[src/rtl/rng_word_arbiter.sv]
// rng_word_arbiter: two requesters share one 16-bit LFSR. A granted requester
// receives a WORD_W-bit word assembled one LFSR bit per cycle, then a one-cycle ack.
module rng_word_arbiter #(
  parameter int unsigned WORD_W = 8
) (
  input  logic              clk,
  input  logic              rst_n,
  input  logic [1:0]        req,
  input  logic              seed_load,
  input  logic [15:0]       seed,
  output logic [1:0]        ack,
  output logic [WORD_W-1:0] data,
  output logic              busy
);

  localparam int unsigned LFSR_W = 16;
  // Counter only needs to reach WORD_W-1.
  localparam int unsigned CNT_W  = (WORD_W > 1) ? $clog2(WORD_W) : 1;
  localparam logic [CNT_W-1:0]  CNT_LAST   = CNT_W'(WORD_W - 1);
  localparam logic [LFSR_W-1:0] LFSR_RESET = LFSR_W'(1);

  typedef enum logic [1:0] {
    IDLE    = 2'd0,
    COLLECT = 2'd1,
    DONE    = 2'd2
  } state_e;

  state_e              state_q;
  logic [LFSR_W-1:0]   lfsr_q;
  logic [LFSR_W-1:0]   lfsr_d;
  logic [WORD_W-1:0]   shift_q;
  logic [WORD_W-1:0]   shift_d;
  logic [CNT_W-1:0]    cnt_q;
  logic                grant_q;
  logic                last_q;
  logic                grant_c;
  logic [LFSR_W-1:0]   seed_c;
  logic [1:0]          ack_q;
  logic [WORD_W-1:0]   data_q;
  logic                busy_q;

  // LFSR advance; the map is invertible so a nonzero state never reaches zero.
  assign lfsr_d  = {lfsr_q[14:0], lfsr_q[15] ^ lfsr_q[13] ^ lfsr_q[12] ^ lfsr_q[10]};

  // Shift in the current random bit; truncation also covers WORD_W == 1.
  assign shift_d = WORD_W'({shift_q, lfsr_q[0]});

  // Round-robin: single request wins outright, contention goes to the other side.
  assign grant_c = (req == 2'b11) ? ~last_q : req[1];

  // A zero seed would lock the LFSR, so substitute 1.
  assign seed_c  = (seed == '0) ? LFSR_RESET : seed;

  // Arbiter / collector FSM with registered outputs.
  always_ff @(posedge clk) begin
    if (!rst_n) begin
      state_q <= IDLE;
      lfsr_q  <= LFSR_RESET;
      shift_q <= '0;
      cnt_q   <= '0;
      grant_q <= 1'b0;
      last_q  <= 1'b1;
      ack_q   <= '0;
      data_q  <= '0;
      busy_q  <= 1'b0;
    end else begin
      ack_q  <= '0;
      data_q <= '0;
      busy_q <= 1'b0;
      case (state_q)
        IDLE: begin
          if (seed_load) begin
            lfsr_q <= seed_c;
          end else if (req != 2'b00) begin
            grant_q <= grant_c;
            last_q  <= grant_c;
            cnt_q   <= '0;
            shift_q <= '0;
            busy_q  <= 1'b1;
            state_q <= COLLECT;
          end
        end
        COLLECT: begin
          shift_q <= shift_d;
          lfsr_q  <= lfsr_d;
          cnt_q   <= cnt_q + CNT_W'(1);
          if (!req[grant_q]) begin
            state_q <= IDLE;
          end else if (cnt_q == CNT_LAST) begin
            ack_q   <= grant_q ? 2'b10 : 2'b01;
            data_q  <= shift_d;
            busy_q  <= 1'b1;
            state_q <= DONE;
          end else begin
            busy_q  <= 1'b1;
          end
        end
        DONE: begin
          state_q <= IDLE;
        end
        default: begin
          state_q <= IDLE;
        end
      endcase
    end
  end

  assign ack  = ack_q;
  assign data = data_q;
  assign busy = busy_q;

endmodule

[config.mk]
export PLATFORM = sky130hd
export DESIGN_NAME = rng_word_arbiter
export DESIGN_NICKNAME = d
export VERILOG_FILES = /design/src/rtl/rng_word_arbiter.sv
export SDC_FILE = /design/constraint.sdc
export NUM_CORES = 1
export LEC_CHECK = 0
export CORE_MARGIN = 3
export CORE_UTILIZATION = 48
export CTS_BUF_LIST = sky130_fd_sc_hd__clkbuf_4
export CTS_CLUSTER_SIZE = 25
export DETAILED_ROUTE_END_ITERATION = 8
export GPL_ROUTABILITY_DRIVEN = 0
export PLACE_DENSITY = 0.8
export SLEW_MARGIN = 20
export SYNTH_ARGS = -nofsm -noshare
export SYNTH_HDL_FRONTEND = slang
export SYNTH_SLANG_ARGS = --single-unit
[constraint.sdc]
create_clock -name clk -period 1.25 [get_ports clk]
set_clock_uncertainty 0.15 [all_clocks]
set_input_delay 0.25 -clock clk [delete_from_list [all_inputs] [get_ports clk]]
set_output_delay 0.25 -clock clk [all_outputs]
set_load 0.03 [all_outputs]
==> results.py <==
metrics = {
    "place": {
        "post-dp-hpwl_mm": 2.61,
        "placedCellCount": 256,
        "post_dp_cell_area_um2": 2160,
        "portBuffers": 31,
    },
    "sta": {
        "setup_viol": 39,
        "tightestPinTransition_ns": 0.268,
        "hold_violations": 0,
        "fmax_mhz": 684,
        "slew_violations": 0,
        "rsz0062_at_grt": "yes",
        "post-route-period-util_pct": 117,
        "period_needed_ns": 1.46,
        "slew_headroom_pct": 81.8,
        "layout_setup_ws_ns": -0.213,
    },
    "routing": {
        "routedWlPerCell_um": 16.1,
        "vias": 1468,
        "drt_pass1_iterations": 4,
        "routed_wl_mm": 4.30,
        "drtIter0Drc": 91,
        "via_per_inst": 5.50,
        "drc": 0,
        "drtAntennaViolNets": 0,
    },
    "global_routing": {
        "grt.overflow.total": 0,
        "grt_pass1_wl_mm": 6.60,
        "grt_max_degree": 31,
        "gr-usage-all-layers_pct": 20.3,
        "grt_pass1_vias": 1449,
        "antenna_found_initial": 0,
    },
    "setup_path": {
        "path_buf_inv": 1,
        "critPathRequiredTime_ns": 1.35,
        "crit_family": "flip-flops",
        "cp-end-kind": "register",
        "crit_chain": "mux2i_2 > buf_4 > nor2_1 > nor2_1 > nor3b_1",
        "start_kind": "register",
        "cpPeakStageDelay_ns": 0.40,
        "cp_common_cell": "nor2_1",
        "worst-r2r-cell-count": 5,
        "cp_max_fo": 2,
        "crit_type": "register to register",
        "crit_slowest_cell": "dfxtp_1",
        "r2r-start": "grant_q$_SDFFE_PN0P_",
        "cp.arrival_ns": 1.56,
        "rrSetupSlack_ns": -0.21,
        "r2r-end": "busy$_SDFF_PN0_",
    },
    "clock_network": {
        "clkTransAtPathRegs_ns": 0.12,
        "cts_tree": "done",
        "htree_num_levels": 2,
        "clockRootBuffer": "clkbuf_4",
        "cts_sinks": 41,
        "cts.path.max_buffers": 2,
        "clk_latency_ns": 0.36,
        "cts_made_buffers": 5,
    },
    "synthesis": {
        "synth_seq_cells": 41,
        "syn_nets": 187,
        "yosysSeqAreaShare_pct": 49.2,
        "yosysWarnings": 0,
        "synth_cell_types": 32,
        "synthesis.area_um2": 1670,
        "syn_area_per_cell_um2": 10.2,
        "synth_cells": 164,
    },
    "finish": {
        "final_common_cell": "dfxtp_1",
        "stdcell_count": 267,
        "stdcell_area_um2": 2620,
        "area_delta_synth_final_pct": 56.7,
        "nets": 245,
        "drive_above_1_share_pct": 56.1,
        "final_cell_mix": "dfxtp_1, buf_6, a22oi_2, buf_4",
        "antenna_cells": 0,
    },
    "min_path": {
        "worstHoldStart": "seed[12]",
        "holdPathEnd": "lfsr_q[12]$_SDFFE_PN0P_",
        "whs_path_depth": 3,
        "hold_class": "primary input to register",
    },
    "floorplan": {
        "die_w_um": 65.0,
        "fp.coreArea_um2": 3180,
        "io_pins": 32,
        "dieArea_um2": 4220,
        "die_h_um": 65.0,
        "rows": 20,
        "initial_core_util_pct": 52.5,
    },
    "status": {
        "status": "finished with violations",
        "violations": "negative setup slack",
    },
    "power": {
        "power.density_nw_per_um2": 1140,
        "vdd_drop_max_v": 0.00103,
        "p_leak_nw": 1.01,
    },
    "flow_run": {
        "maxCapViolCount": 0,
    },
}
-- tightest hold or removal path, delay by kind of cell --
family	cells	cell delay (ns)
compound gates	2	0.19
buf+inv	1	0.15
-- metal layers --
layer,vias up,GRT usage (%),wire length [µm]
li1,698,-,-
met1,713,23.3,1710
met2,50,34.6,2300
met3,7,4.68,230
met4,0,11.3,51
met5,-,0,0
-- Yosys cell counts, drive strengths merged --
| cell | n | area, µm² |
|---|---|---|
| inv | 1 | 3.75 |
| a21o | 2 | 15.0 |
| or3 | 1 | 6.26 |
| nor2 | 4 | 22.5 |
| nand2b | 1 | 6.26 |
| nor4 | 5 | 31.3 |
| nand3 | 2 | 10.0 |
| mux2i | 1 | 10.0 |
| o211ai | 1 | 7.51 |
| ha | 2 | 25.0 |
| o21a | 1 | 7.51 |
| nor2b | 12 | 75.1 |
| o21ai | 1 | 5.00 |
| clkbuf | 3 | 11.3 |
| and2 | 9 | 56.3 |
| xnor2 | 3 | 26.3 |
| nor3b | 2 | 26.3 |
| nor3 | 2 | 10.0 |
| buf | 8 | 70.1 |
| dfxtp | 41 | 821 |
| a41oi | 1 | 8.76 |
| a21boi | 16 | 150 |
| a21oi | 1 | 5.00 |
| nand2 | 19 | 71.3 |
| o21bai | 1 | 7.51 |
| a22oi | 24 | 180 |
-- metrics by stage --
step | util, % | worst slack (ns) | hold slack (ns) | TNS, ns | total power, mW
after detailed placement | 68.1 | -0.538 | 0.303 | -17.78 | 1.82
final | 82.3 | -0.213 | 0.116 | -4.10 | 2.97
after floorplan | - | -0.117 | 0.267 | -1.87 | 1.64
after CTS | 76.9 | -0.129 | 0.180 | -2.97 | 2.93
after global routing | 82.3 | -0.259 | 0.114 | -6.57 | 3.09
after global placement | 68.1 | -0.478 | 0.292 | -16.43 | 1.81
-- cell families after synthesis --
kind of cell               share of synthesized area [%]
muxes                                              0.600
and+or+nand+nor                                     18.9
DFF                                                 49.2
xor gates and xnor gates                            1.57
AOI/OAI and AO/OA                                   23.2
buffers and inverters                               5.10
adders and majority gates                           1.50
-- worst max-delay path by stage --
stage                                 start                       to  slack [ns]  cells past startpoint
floorplan           state_q[1]$_SDFFE_PN0P_  lfsr_q[10]$_SDFFE_PN0P_       -0.12                      6
global placement                   seed[11]   lfsr_q[0]$_SDFFE_PN1P_       -0.48                      5
detailed placement                seed_load     grant_q$_SDFFE_PN0P_       -0.54                      5
CTS                   cnt_q[0]$_SDFFE_PN0P_        ack[0]$_SDFF_PN0_       -0.13                      6
global route           grant_q$_SDFFE_PN0P_          busy$_SDFF_PN0_       -0.26                      5
finish                 grant_q$_SDFFE_PN0P_          busy$_SDFF_PN0_       -0.21                      5
-- final cells by class --
| class | instances | area [µm²] |
|---|---|---|
| multi-input combinational | 111 | 1020 |
| sequential | 41 | 843 |
| timing repair buffer | 62 | 591 |
| fill | 184 | 562 |
| clock inverter | 3 | 65.1 |
| tap | 44 | 55.1 |
| clock buffer | 5 | 37.5 |
| inverter | 1 | 3.75 |
-- flip-flops by register name (all words and copies together) (netlist names) --
| signal | count |
|---|---|
| lfsr_q | 16 |
| state_q | 2 |
| ack | 2 |
| cnt_q | 3 |
| shift_q | 7 |
| grant_q | 1 |
| data | 8 |
| last_q | 1 |
| busy | 1 |
-- repair_timing --
item	CTS	global route
endpoints found under the setup margin	41	52
cloned	0	1
hold buffers	0	0
setup buffers	0	2
resized for setup	56	50
pin swaps	17	15
-- power breakdown --
part / switching (mW) / internal, mW / total (mW) / leakage [nW]
clock network: 0.443 / 0.619 / 1.06 / 0.0552
registers: 0.0533 / 1.36 / 1.41 / 0.342
logic: 0.236 / 0.264 / 0.501 / 0.613
total: 0.733 / 2.24 / 2.97 / 1.01
(Power assumes the default switching activity.)
